===== src/rtl/mem_access.sv =====
// Memory-access pipeline stage: forwards EX ops to WB and performs at most one
// data-bus load/store per op, with misalignment checks and flush/discard handling.
module mem_access (
  input  logic        clk,
  input  logic        rst,
  input  logic        ex_valid,
  output logic        ex_ready,
  input  logic [31:0] ex_pc,
  input  logic [3:0]  ex_lsu_op,
  input  logic        ex_mem_en,
  input  logic [31:0] ex_addr,
  input  logic [31:0] ex_st_data,
  input  logic        ex_rw_en,
  input  logic [4:0]  ex_rw_addr,
  input  logic [31:0] ex_rw_data,
  input  logic [15:0] ex_except_type,
  output logic        data_req,
  output logic        data_wr,
  output logic [3:0]  data_wstrb,
  output logic [31:0] data_addr,
  output logic [31:0] data_wdata,
  input  logic        data_addr_ok,
  input  logic        data_data_ok,
  input  logic [31:0] data_rdata,
  output logic        wb_valid,
  output logic [31:0] wb_pc,
  output logic [3:0]  wb_lsu_op,
  output logic        wb_rw_en,
  output logic [4:0]  wb_rw_addr,
  output logic [31:0] wb_rw_data,
  output logic        wb_ram_rd_en,
  output logic [31:0] wb_ram_rd_data,
  output logic [15:0] wb_except_type,
  output logic [31:0] wb_badv,
  input  logic        flush
);

  typedef enum logic [1:0] {S_IDLE, S_REQ, S_WAIT, S_DONE} state_t;

  localparam logic [15:0] EXC_ALE = 16'h0200;

  state_t      state_q, state_d;
  logic        discard_q, discard_d;
  logic        accept, capture;
  logic        is_store, is_load, op_half, op_word, exc_in, ale, go_bus;
  logic [3:0]  st_wstrb;
  logic [31:0] st_wdata;

  // Bit 2 of the op code marks stores; bits [1:0] give the access size.
  assign is_store = ex_mem_en && ex_lsu_op[2];
  assign is_load  = ex_mem_en && !ex_lsu_op[2];
  assign op_half  = (ex_lsu_op[1:0] == 2'b01);
  assign op_word  = ex_lsu_op[1];
  assign exc_in   = |ex_except_type;
  assign ale      = ex_mem_en && !exc_in &&
                    ((op_half && ex_addr[0]) || (op_word && (|ex_addr[1:0])));
  assign go_bus   = ex_mem_en && !exc_in && !ale;

  assign ex_ready = (state_q == S_IDLE);
  assign accept   = ex_valid && ex_ready && !flush;

  always_comb begin
    st_wstrb = '0;
    st_wdata = ex_st_data;
    if (is_store) begin
      if (op_word) begin
        st_wstrb = '1;
      end else if (op_half) begin
        st_wstrb = 4'b0011 << ex_addr[1:0];
        st_wdata = {2{ex_st_data[15:0]}};
      end else begin
        st_wstrb = 4'b0001 << ex_addr[1:0];
        st_wdata = {4{ex_st_data[7:0]}};
      end
    end
  end

  always_comb begin
    state_d   = state_q;
    discard_d = discard_q;
    data_req  = 1'b0;
    wb_valid  = 1'b0;
    capture   = 1'b0;
    case (state_q)
      S_IDLE: if (accept) state_d = go_bus ? S_REQ : S_DONE;
      S_REQ: begin
        // A flush withdraws the request unless the bus takes it this same cycle.
        data_req = !flush || data_addr_ok;
        if (data_addr_ok) begin
          if (data_data_ok) begin
            state_d = flush ? S_IDLE : S_DONE;
            capture = !flush;
          end else begin
            state_d   = S_WAIT;
            discard_d = flush;
          end
        end else if (flush) begin
          state_d = S_IDLE;
        end
      end
      S_WAIT: begin
        if (data_data_ok) begin
          state_d   = (discard_q || flush) ? S_IDLE : S_DONE;
          capture   = !(discard_q || flush);
          discard_d = 1'b0;
        end else if (flush) begin
          discard_d = 1'b1;
        end
      end
      S_DONE: begin
        wb_valid = !flush;
        state_d  = S_IDLE;
      end
      default: state_d = S_IDLE;
    endcase
  end

  always_ff @(posedge clk) begin
    if (rst) begin
      state_q        <= S_IDLE;
      discard_q      <= 1'b0;
      data_wr        <= 1'b0;
      data_wstrb     <= '0;
      data_addr      <= '0;
      data_wdata     <= '0;
      wb_pc          <= '0;
      wb_lsu_op      <= '0;
      wb_rw_en       <= 1'b0;
      wb_rw_addr     <= '0;
      wb_rw_data     <= '0;
      wb_ram_rd_en   <= 1'b0;
      wb_ram_rd_data <= '0;
      wb_except_type <= '0;
      wb_badv        <= '0;
    end else begin
      state_q   <= state_d;
      discard_q <= discard_d;
      if (accept) begin
        wb_pc          <= ex_pc;
        wb_lsu_op      <= ex_lsu_op;
        wb_rw_addr     <= ex_rw_addr;
        wb_rw_en       <= ex_rw_en && !is_store && !exc_in && !ale;
        wb_rw_data     <= is_load ? ex_addr : ex_rw_data;
        wb_ram_rd_en   <= is_load;
        wb_except_type <= exc_in ? ex_except_type : (ale ? EXC_ALE : '0);
        wb_badv        <= ale ? ex_addr : '0;
        data_addr      <= {ex_addr[31:2], 2'b00};
        data_wr        <= is_store;
        data_wstrb     <= st_wstrb;
        data_wdata     <= st_wdata;
      end
      if (capture) wb_ram_rd_data <= data_rdata;
    end
  end

endmodule


===== config.mk =====
export PLATFORM = sky130hd
export DESIGN_NAME = mem_access
export DESIGN_NICKNAME = d
export VERILOG_FILES = /design/src/rtl/mem_access.sv
export SDC_FILE = /design/constraint.sdc
export NUM_CORES = 1
export LEC_CHECK = 0
export ABC_AREA = 1
export BUFFER_PORTS_ARGS = -buffer_cell sky130_fd_sc_hd__buf_2
export CAP_MARGIN = 40
export CELL_PAD_IN_SITES_DETAIL_PLACEMENT = 0
export CELL_PAD_IN_SITES_GLOBAL_PLACEMENT = 1
export CORE_MARGIN = 4
export CORE_UTILIZATION = 29
export DETAILED_ROUTE_END_ITERATION = 10
export PLACE_DENSITY = 0.78
export SLEW_MARGIN = 20
export SYNTH_ARGS = -nofsm -noshare
export SYNTH_HDL_FRONTEND = slang
export SYNTH_SLANG_ARGS = --single-unit
export TNS_END_PERCENT = 100

===== constraint.sdc =====
create_clock -name clk -period 1.6 [get_ports clk]
set_input_delay 0.32 -clock clk [delete_from_list [all_inputs] [get_ports clk]]
set_output_delay 0.32 -clock clk [all_outputs]
set_load 0.05 [all_outputs]

==> results by stage, run 1 <==
Routing:
- The first-pass iteration count of the detailed router is 5.
- The number of nets with antenna violations after detailed routing is 0.
- The total via count in the routed design is 9825.
- After detailed routing, the average wire length per cell comes to 18.3 µm.
- The total length of routed wires is 37800 µm.
- The first routing iteration left 451 violations.
- For this run, design rule violations remaining after detail routing come to 0.
- Dividing the detail-routed via count by the number of cells gives 4.76.

Die:
- The die covers 32900 µm².
- The die outline width is 181 µm.
- The height of the die is 181 µm.
- The standard-cell row count is 63.
- The boundary pin count is 420.
- The starting density of the core is 29.4%.
- The total area inside the core boundary comes to 29600 µm².

Layout:
- The share of final-layout standard cells stronger than drive strength 1 is 46.2%.
- The utilization of the core after routing is 49.9%.
- Fill cells in the final layout number 2893.
- The multi-input combinational cell area is 4340 µm².
- In the final design database the tool counted 1852 nets.
- The register area is 4510 µm².
- The area added between synthesis and finish is 69.5%.

CTS:
- The clock drives 225 sinks.
- The root cell of the clock tree is clkbuf_16.
- The number of H-tree branching levels is 1.
- The maximum root-to-sink buffer count is 3.
- The clock reaches the later pin of the worst-skew pair after 0.53 ns.
- After clock tree synthesis, the clock-pin slew on the worst setup and hold paths is 0.06 ns.
- The number of buffers inserted during clock tree synthesis is 26.
- The clock tree from TritonCTS is done.

Timing:
- The fmax is 546 MHz.
- The final critical path takes up 115% of the cycle.
- Setup repair after global routing could not meet its margin everywhere.
- The total of endpoints with negative setup slack in the final report is 155.
- Clock skew on the completed layout was measured at 0.00982 ns.
- The final number of hold-violating endpoints is 0.
- The transition time at the pin with the least slew margin is 0.529 ns.
- The headroom to the max-slew limit is 64.8%.
- The time the worst path needs with I/O delays and setup is 1.83 ns.
- The setup slack after layout is -0.233 ns.
- The number of max-slew violations in the final report was 0.

Synthesis:
- The synthesized design contains 0 enable-type register cells.
- The total of warnings raised by yosys is 0.
- The flip-flop and latch count after synthesis is 225.
- In the synthesized netlist the dominant register cell turns out to be dfxtp_1.
- The area of the mapped netlist is 8720 µm².
- In the synthesized netlist the async set-or-reset flop fraction comes to 0%.
- The fraction of the yosys area taken by sequential cells is 51.6%.
- Counting distinct cell types in the post-synthesis netlist gives 24.
- The cell count after synthesis is 1149.
- The average instance in the mapped netlist occupies 7.59 µm².

Critical path:
- Data on the critical path arrives at its endpoint at 1.51 ns.
- At the worst endpoint, the required time is 1.28 ns.
- The type of element capturing the critical path is an output pin.
- The top fanout value on the critical path is 3.
- The type of element launching the critical path is a flip-flop.
- The worst setup path is of the flip-flop to output pin kind.

Power and ir drop:
- For this design the static power due to leakage is 6.87 nW.
- The maximum vdd drop is 0.000940 V.
- For this design the ratio of total power to cell area is 1450 nW/µm².

Place:
- After legalization and detailed placement, the total HPWL measured 24300 µm.
- The placer's final routability congestion estimate is 0.832.
- The worst-case setup slack after placement is -0.0312 ns.
- The number of port buffers is 417.

Global route:
- The global-route wire length before repair is 54500 µm.
- The aggregate global routing overflow is 0.
- The number of global-route vias before repair is 9461.
- The initial antenna violation count is 2.
- The maximum number of pins on one net before global-route repair is 103.
- The global-route total usage across every layer is 20.5%.

Outcome:
- The checks that failed: setup timing.
- The run finished, with violations left.

Flow run:
- The number of maximum-capacitance constraint violations is 0.

Hold path:
- The path class of the lowest-slack min-delay path is primary input to flip-flop.
[repair_timing]
action,in CTS,in global routing
gates cloned,16,10
pin swaps,37,67
setup buffers,28,14
hold buffers,23,0
endpoints found under the hold margin,23,0
setup endpoints to repair,80,228
resized for setup,194,203
[where the power goes]
group	internal, mW	switching, mW
combinational	3.22	5.62
sequential	6.34	0.375
clock	3.40	2.41
total	13.0	8.40
[worst paths after layout]
check                                     to  cells past startpoint  slack, ns                       from
setup / recovery                    data_req                      6      -0.23    state_q[0]$_SDFFE_PP0P_
hold / removal         wb_pc[0]$_SDFFE_PP0P_                      3       0.02                   ex_pc[0]
setup reg to reg  wb_rw_data[4]$_SDFFE_PP0P_                     13      -0.23    state_q[0]$_SDFFE_PP0P_
hold reg to reg    data_addr[7]$_SDFFE_PP0P_                      2       0.46  data_addr[7]$_SDFFE_PP0P_
[sequential cells by signal, indices dropped and copies added (netlist names)]
name	flops
wb_rw_data	32
data_wr	1
wb_except_type	16
discard_q	1
wb_lsu_op	4
data_addr	30
state_q	2
wb_ram_rd_en	1
wb_badv	32
data_wdata	32
wb_ram_rd_data	32
wb_pc	32
data_wstrb	4
wb_rw_en	1
wb_rw_addr	5
[cell type report]
cell class,instances,share of cell area (%)
Tap cell,390,3.30
Timing Repair inverter,1,0.0762
Timing Repair Buffer,561,28.5
Sequential cell,225,30.5
Antenna cell,1,0.0169
Clock buffer,42,5.43
Clock inverter,5,0.186
Multi-Input combinational cell,745,29.4
Inverter,95,2.63
[cell usage after synthesis, types with 3 or more instances]
master	instances	area share [%]
nand2_1	127	5.5
clkbuf_1	48	2.1
o22ai_1	33	2.4
buf_2	31	1.8
nor2_1	218	9.4
o21ai_1	5	0.29
o211ai_1	10	0.86
nand3_1	35	2.0
inv_2	4	0.17
ha_1	4	0.57
inv_1	91	3.9
o31ai_1	7	0.60
o21ai_0	124	7.1
nor3_1	3	0.17
nor2_4	11	1.4
a21oi_1	162	9.3
dfxtp_1	225	52
[per-stage QoR]
stage	instances	area [µm²]	setup TNS (ns)	power, mW	hold WS, ns
CTS	2049	13900	-16.92	20.7	0.000235
floorplan	1150	8750	-0.0197	11.2	0.444
detailed placement	1938	11700	-0.314	13.3	0.450
global placement	1938	11700	-0.000772	13.2	0.448
global route	2065	14800	-30.68	22.3	0.0176
finish	2065	14800	-18.50	21.4	0.0235
[worst max-delay path: stages (launching register included)]
cell	delay, ns
dfxtp_2	0.33
buf_6	0.10
ha_4	0.13
buf_6	0.11
inv_4	0.03
o21ai_2	0.11
buf_6	0.17
[logic make-up after synthesis]
| logic type | count (synthesis) | synth area share, % |
|---|---|---|
| other | 1 | 0.0430 |
| flip-flops | 225 | 51.6 |
| AO/OA/AOI/OAI | 342 | 20.6 |
| adder cells (fa/ha/maj) | 4 | 0.574 |
| buffers and inverters | 180 | 8.45 |
| AND/OR/NAND/NOR | 397 | 18.7 |
[layer usage]
metal | up-vias | wire (µm) | track usage, %
li1 | 4797 | - | -
met3 | 78 | 2310 | 4.19
met2 | 305 | 18400 | 35.1
met1 | 4643 | 15900 | 26.2
met5 | - | 7 | 0
met4 | 2 | 1210 | 5.85
[layout by cell type, fill, tap and decap left out, drive strengths merged]
cell type and instances:
a21oi 162, buf 529, bufbuf 1, clkbuf 50, clkinv 4, clkinvlp 1, conb 2, dfxtp 225
diode 1, dlygate4sd3 23, ha 4, inv 96, nand2 127, nand3 35, nand4 2, nor2 230
nor3 3, o211ai 10, o21ai 129, o21bai 1, o22ai 33, o31ai 7
No activity file was read; power rests on OpenSTA's default activity.
==> run 2, diff against run 1 <==
--- a/config.mk
+++ b/config.mk
@@ -13,6 +13,8 @@
 export CORE_MARGIN = 4
 export CORE_UTILIZATION = 29
 export DETAILED_ROUTE_END_ITERATION = 10
+export GPL_TIMING_DRIVEN = 0
+export MAX_ROUTING_LAYER = met4
 export PLACE_DENSITY = 0.78
 export SLEW_MARGIN = 20
 export SYNTH_ARGS = -nofsm -noshare
==> results by stage, run 2 (synthesis results as in run 1) <==
Place:
- The worst-case setup slack after placement was -0.585 ns (-0.554 ns).
- The HPWL after detailed placement is 27800 µm (+15%).
- The number of port buffers is 416 (-0.24%).
- The placer's final routability congestion estimate is 0.901 (+8.3%).
- The total cell area at the placement stage is 11300 µm² (-2.9%).
- The post-placement cell count is 1956 (+0.93%).

Critical path:
- STA classifies the critical path endpoint as a flip-flop.
- The data arrival time of the worst path is 2.22 ns (+0.71 ns).
- The required time of the critical path is 2.05 ns (+0.77 ns).
- STA classifies the critical path startpoint as a flip-flop.
- The critical path class is flip-flop to flip-flop.
- The top fanout value on the critical path is 6 (+3).

Global route:
- The global-route total usage across every layer is 22.4% (+1.9 points).
- The aggregate global routing overflow was 0 (unchanged).
- The initial antenna violation count is 8 (+6).
- The maximum number of pins on one net before global-route repair is 13 (-87%).
- The number of global-route vias before repair is 9303 (-1.7%).
- The global-route wire length before repair is 56600 µm (+4.0%).

Routing:
- The DRC violation total after the first TritonRoute iteration is 547 (+21%).
- The detail-routed via count per cell is 4.83 (+1.6%).
- The total via count in the routed design came to 9958 (+1.4%).
- The number of nets with antenna violations after detailed routing is 0 (unchanged).
- The residual DRC count was 0 (unchanged).
- The first-pass iteration count of the detailed router was 5 (unchanged).
- The total length of routed wires came to 38800 µm (+2.5%).
- The per-cell routed wire length is 18.8 µm (+2.8%).

Layout:
- The fill cell instance count of the final layout is 3032 (+4.8%).
- The library cell used most frequently in the layout, excluding fill and tap cells, is buf_2.
- The net total in the final layout is 1842 (-0.54%).
- The final design area excluding fillers was 14200 µm² (-3.9%).
- The utilization of the core after routing came to 47.9% (-2.0 points).
- In the layout the commonest cells are buf_2 (425), dfxtp_1 (223), nor2_1 (184).
- The share of final-layout standard cells stronger than drive strength 1 is 42.7% (-3.5 points).
- The final standard cell count with taps included and fillers excluded came to 2060 (-0.24%).
- The area added between synthesis and finish is 62.8%.

Die:
- The die outline width was 181 µm (unchanged).
- The height of the die is 181 µm (unchanged).
- The core area is 29600 µm² (unchanged).
- The standard-cell row count is 63 (unchanged).
- The starting density of the core was 29.4% (unchanged).
- The boundary pin count is 420 (unchanged).
- The total die area is 32900 µm² (unchanged).

Timing:
- The total of endpoints with negative setup slack in the final report is 180 (+16%).
- The fmax came to 567 MHz (+3.9%).
- Setup repair after global routing could not meet its margin everywhere.
- The transition time at the pin with the least slew margin is 0.740 ns (+0.211 ns).
- The worst-case clock skew is 0.0122 ns (+0.00238 ns).
- The final number of hold-violating endpoints is 0 (unchanged).
- The number of max-slew violations in the final report is 0 (unchanged).
- The time the worst path needs with I/O delays and setup is 1.76 ns (-0.0687 ns).
- The smallest hold slack is 0.00913 ns (-0.0144 ns).
- The final sum of negative setup slack is -11.80 ns (+6.70 ns).
- The headroom to the max-slew limit was 50.5% (-14 points).
- The post-route clock period utilization came to 110% (-4.3 points).
- The setup slack after layout was -0.164 ns (+0.0687 ns).

CTS:
- The maximum root-to-sink buffer count is 3 (unchanged).
- The root cell of the clock tree is clkbuf_16.
- The number of H-tree branching levels was 1 (unchanged).
- The clock latency of the later-clocked register in the worst-skew pair is 0.53 ns (about the same).
- The clock slew at the register clock pins of the worst setup and hold paths came to 0.06 ns (about the same).
- TritonCTS built the clock tree.
- The sink count of the clock tree is 225 (unchanged).
- The number of buffers inserted during clock tree synthesis is 27 (+3.8%).

Outcome:
- The checks that failed: setup timing.
- The run finished, with violations left.

Power and ir drop:
- The post-route total power is 21.3 mW (-0.39%).
- The leakage power came to 6.56 nW (-4.5%).
- The total power divided by cell area is 1500 nW/µm² (+3.7%).
- The maximum vdd drop is 0.000691 V (-26%).

Flow run:
- The number of maximum-capacitance constraint violations came to 0 (unchanged).

Hold path:
- The worst hold path belongs to the class primary input to flip-flop.
run 2: critical path, stage by stage, from the launching register on:
cell and delay, ns:
dfxtp_4 0.37, inv_4 0.07, ha_4 0.15, nand2_4 0.05
nor2_4 0.18, inv_4 0.10, buf_12 0.16, buf_8 0.13
buf_16 0.15, nor2_4 0.10, nand3_1 0.09, a21oi_1 0.13
run 2: cell type report:
class	count	area, µm²	area share, %
plain buffers	84	928	6.54
inverters	95	367	2.58
clock inverters	8	98.8	0.696
repair buffers	467	2920	20.6
flip-flops and latches	225	4510	31.8
well taps	390	488	3.44
clock buffers	37	773	5.44
diodes	9	22.5	0.159
multi-input cells	745	4090	28.8
run 2: metal layers:
metal  global-route usage [%]  part of all wire [%]  vias to the layer above
li1                         -                     -                     4794
met1                     30.2                    45                     4724
met2                     34.4                    46                      360
met3                     3.33                   5.5                       80
met4                     7.75                   3.5                        0
met5                        -                     0                        -
run 2: path summary, 6_finish.rpt:
check	cells past startpoint	from	slack [ns]	to
setup / recovery	11	state_q[0]$_SDFFE_PP0P_	-0.16	wb_badv[26]$_SDFFE_PP0P_
setup reg to reg	11	state_q[0]$_SDFFE_PP0P_	-0.16	wb_badv[26]$_SDFFE_PP0P_
hold / removal	3	ex_rw_addr[3]	0.009	wb_rw_addr[3]$_SDFFE_PP0P_
hold reg to reg	2	wb_badv[1]$_SDFFE_PP0P_	0.46	wb_badv[1]$_SDFFE_PP0P_
run 2: power breakdown:
part / total (mW) / internal (mW) / switching (mW) / leakage (nW)
Combinational: 8.41 / 2.96 / 5.45 / 4.29
Sequential: 6.76 / 6.35 / 0.418 / 1.83
Clock: 6.10 / 3.67 / 2.43 / 0.431
run 2: repair_timing:
action	in CTS	in global routing
gates resized for setup	282	138
hold buffers	6	1
setup endpoints to repair	225	225
hold endpoints to repair	6	1
gates cloned	18	7
pin swaps	24	50
setup buffers	16	4
==> run 3, diff against run 2 <==
--- a/config.mk
+++ b/config.mk
@@ -8,7 +8,7 @@
 export ABC_AREA = 1
 export BUFFER_PORTS_ARGS = -buffer_cell sky130_fd_sc_hd__buf_2
 export CAP_MARGIN = 40
-export CELL_PAD_IN_SITES_DETAIL_PLACEMENT = 0
+export CELL_PAD_IN_SITES_DETAIL_PLACEMENT = 1
 export CELL_PAD_IN_SITES_GLOBAL_PLACEMENT = 1
 export CORE_MARGIN = 4
 export CORE_UTILIZATION = 29
==> results by stage, run 3 (synthesis results as in run 1) <==
Outcome:
- The flow ran to the end, but the final reports show violations.
- The final reports fail on setup timing.

Power and ir drop:
- The total power divided by cell area came to 1470 nW/µm² (-1.6%).
- The maximum vdd drop was 0.000834 V (+21%).
- The leakage power is 6.79 nW (+3.5%).

Global route:
- The global routing met2 resource utilization is 40.3% (+5.8 points).
- The met3 track demand over resource is 3.75% (+0.42 points).
- The global-route wire length before repair is 62500 µm (+10%).
- The met1 track demand over resource is 29.6% (-0.60 points).
- The initial antenna violation count is 9 (+1).
- The global-route total usage across every layer is 24.6% (+2.2 points).
- The maximum number of pins on one net before global-route repair was 16 (+3).
- The aggregate global routing overflow is 0 (unchanged).
- The number of global-route vias before repair is 10697 (+15%).
- In this run the most used layer during global routing was met2.

Critical path:
- By startpoint and endpoint, the worst setup path is classified as flip-flop to flip-flop.
- The critical path buffer and inverter count is 5 (unchanged).
- The critical path starts at state_q[1]$_SDFFE_PP0P_.
- The family with the most delay on the worst path is buffers and inverters.
- The required time of the critical path is 2.03 ns (-0.02 ns).
- The data arrival time of the worst path is 2.30 ns (+0.08 ns).
- The type of element launching the critical path is a flip-flop.
- The worst-path cell with the longest stage delay is dfxtp_4.
- The worst setup path is captured at a flip-flop.
- The top fanout value on the critical path is 5 (-1).
- The delay of the slowest critical-path stage came to 0.36 ns (about the same).
- The signal on the critical path passes through inv_4, buf_4, ha_4, buf_4, nand4_1, o21ai_4, nand2_4, buf_12, buf_8, o21ai_4, nor2_2.
- The startpoint identified for the worst register-to-register timing path is state_q[1]$_SDFFE_PP0P_.

Routing:
- The residual DRC count is 0 (unchanged).
- The first-pass iteration count of the detailed router is 5 (unchanged).
- The number of nets with antenna violations after detailed routing came to 0 (unchanged).
- The detail-routed via count per cell is 5.02 (+3.9%).
- The DRC violation total after the first TritonRoute iteration is 425 (-22%).
- The per-cell routed wire length is 21.6 µm (+15%).
- The total length of routed wires is 44800 µm (+16%).
- The total via count in the routed design was 10401 (+4.4%).

Die:
- The core area was 29600 µm² (unchanged).
- The total die area is 32900 µm² (unchanged).
- The standard-cell row count is 63 (unchanged).
- The height of the die is 181 µm (unchanged).
- The starting density of the core is 29.4% (unchanged).
- The die outline width is 181 µm (unchanged).
- The boundary pin count came to 420 (unchanged).

Timing:
- The post-route clock period utilization is 117% (+6.7 points).
- The headroom to the max-slew limit is 38.8% (-12 points).
- The total of endpoints with negative setup slack in the final report is 187 (+3.9%).
- The worst-case clock skew came to 0.00530 ns (-0.00690 ns).
- The number of max-slew violations in the final report is 0 (unchanged).
- The time the worst path needs with I/O delays and setup was 1.87 ns (+0.107 ns).
- The fmax is 534 MHz (-5.7%).
- The transition time at the pin with the least slew margin was 0.918 ns (+0.178 ns).
- Setup repair after global routing could not meet its margin everywhere.
- The final number of hold-violating endpoints is 0 (unchanged).
- The setup slack after layout is -0.272 ns (-0.107 ns).

Layout:
- In the layout the commonest cells are buf_2 (425), dfxtp_1 (223), nor2_1 (159).
- Relative to the synthesized area, the layout overhead comes to 68.8%.
- The net total in the final layout is 1850 (+0.43%).
- The final design area excluding fillers is 14700 µm² (+3.6%).
- The share of final-layout standard cells stronger than drive strength 1 came to 49.3% (+6.6 points).
- Leaving out fill and tap cells, the most frequent cell in the layout is buf_2.

Place:
- The number of port buffers is 416 (unchanged).
- The HPWL after detailed placement came to 30000 µm (+7.9%).
- The placer's final routability congestion estimate is 0.901 (unchanged).
- The worst-case setup slack after placement is -0.590 ns (-0.00479 ns).
- The total cell area at the placement stage came to 11300 µm² (unchanged).

CTS:
- The clock latency of the later-clocked register in the worst-skew pair is 0.53 ns (about the same).
- The clock tree from TritonCTS is done.
- The sink count of the clock tree is 225 (unchanged).
- The number of H-tree branching levels came to 1 (unchanged).
- The maximum root-to-sink buffer count is 3 (unchanged).
- The number of buffers inserted during clock tree synthesis is 26 (-3.7%).
- The tree is rooted in a clkbuf_16.
- The clock slew at the register clock pins of the worst setup and hold paths is 0.07 ns (about the same).

Flow run:
- The number of maximum-capacitance constraint violations came to 0 (unchanged).

Hold path:
- The launch point of the worst hold path is ex_pc[30].
- In this run the worst hold path is classified as primary input to flip-flop.
[run 3: worst min-delay path: stages]
cell	delay (ns)
buf_2	0.07
nor2_1	0.03
nor2_1	0.08
[run 3: final timing paths]
path	endpoint	slack (ns)	cells past startpoint
hold reg to reg	data_addr[6]$_SDFFE_PP0P_	0.46	2
setup reg to reg	wb_ram_rd_data[21]$_SDFFE_PP0P_	-0.27	11
hold / removal	wb_pc[30]$_SDFFE_PP0P_	0.02	3
setup / recovery	wb_ram_rd_data[21]$_SDFFE_PP0P_	-0.27	11
[run 3: cell type report]
type	count	area [µm²]
repair buffers	483	3040
plain buffers	76	727
diodes	9	22.5
clock buffers	37	773
fillers	3619	14900
well taps	390	488
multi-input cells	746	4670
flip-flops and latches	225	4510
inverters	95	374
clock inverters	10	105
[run 3: layer usage]
layer  share of wire, %  vias to the layer above  routed length, µm
li1                   -                     4793                  -
met1                 40                     5114              18100
met2                 50                      362              22200
met3                4.6                      132               2070
met4                5.4                        0               2400
met5                  0                        -                  0
[run 3: what timing repair did]
action | 4_1_cts | 5_1_grt
gates resized for setup | 269 | 281
setup buffers | 24 | 14
hold endpoints to repair | 12 | 0
pin swaps | 14 | 80
setup endpoints to repair | 225 | 227
hold buffers | 12 | 0
gates cloned | 10 | 13
[run 3: through the flow]
step | std cells | power (mW) | hold WS, ns | setup TNS [ns] | utilization [%]
floorplan | 1150 | 11.2 | 0.444 | -0.0197 | -
global placement | 1956 | 13.0 | 0.448 | -82.44 | 38.2
detailed placement | 1956 | 13.2 | 0.455 | -86.66 | 38.2
CTS | 2048 | 20.6 | 0.000708 | -12.79 | 45.6
global route | 2071 | 22.6 | 0.00659 | -39.61 | 49.7
finish | 2071 | 21.7 | 0.0200 | -22.66 | 49.7
[run 3: power breakdown]
| group | switching (mW) | total (mW) | leakage (nW) | internal (mW) |
|---|---|---|---|---|
| sequential | 0.439 | 6.78 | 1.83 | 6.35 |
| clock | 2.50 | 6.17 | 0.433 | 3.67 |
| combinational | 5.81 | 8.75 | 4.52 | 2.93 |
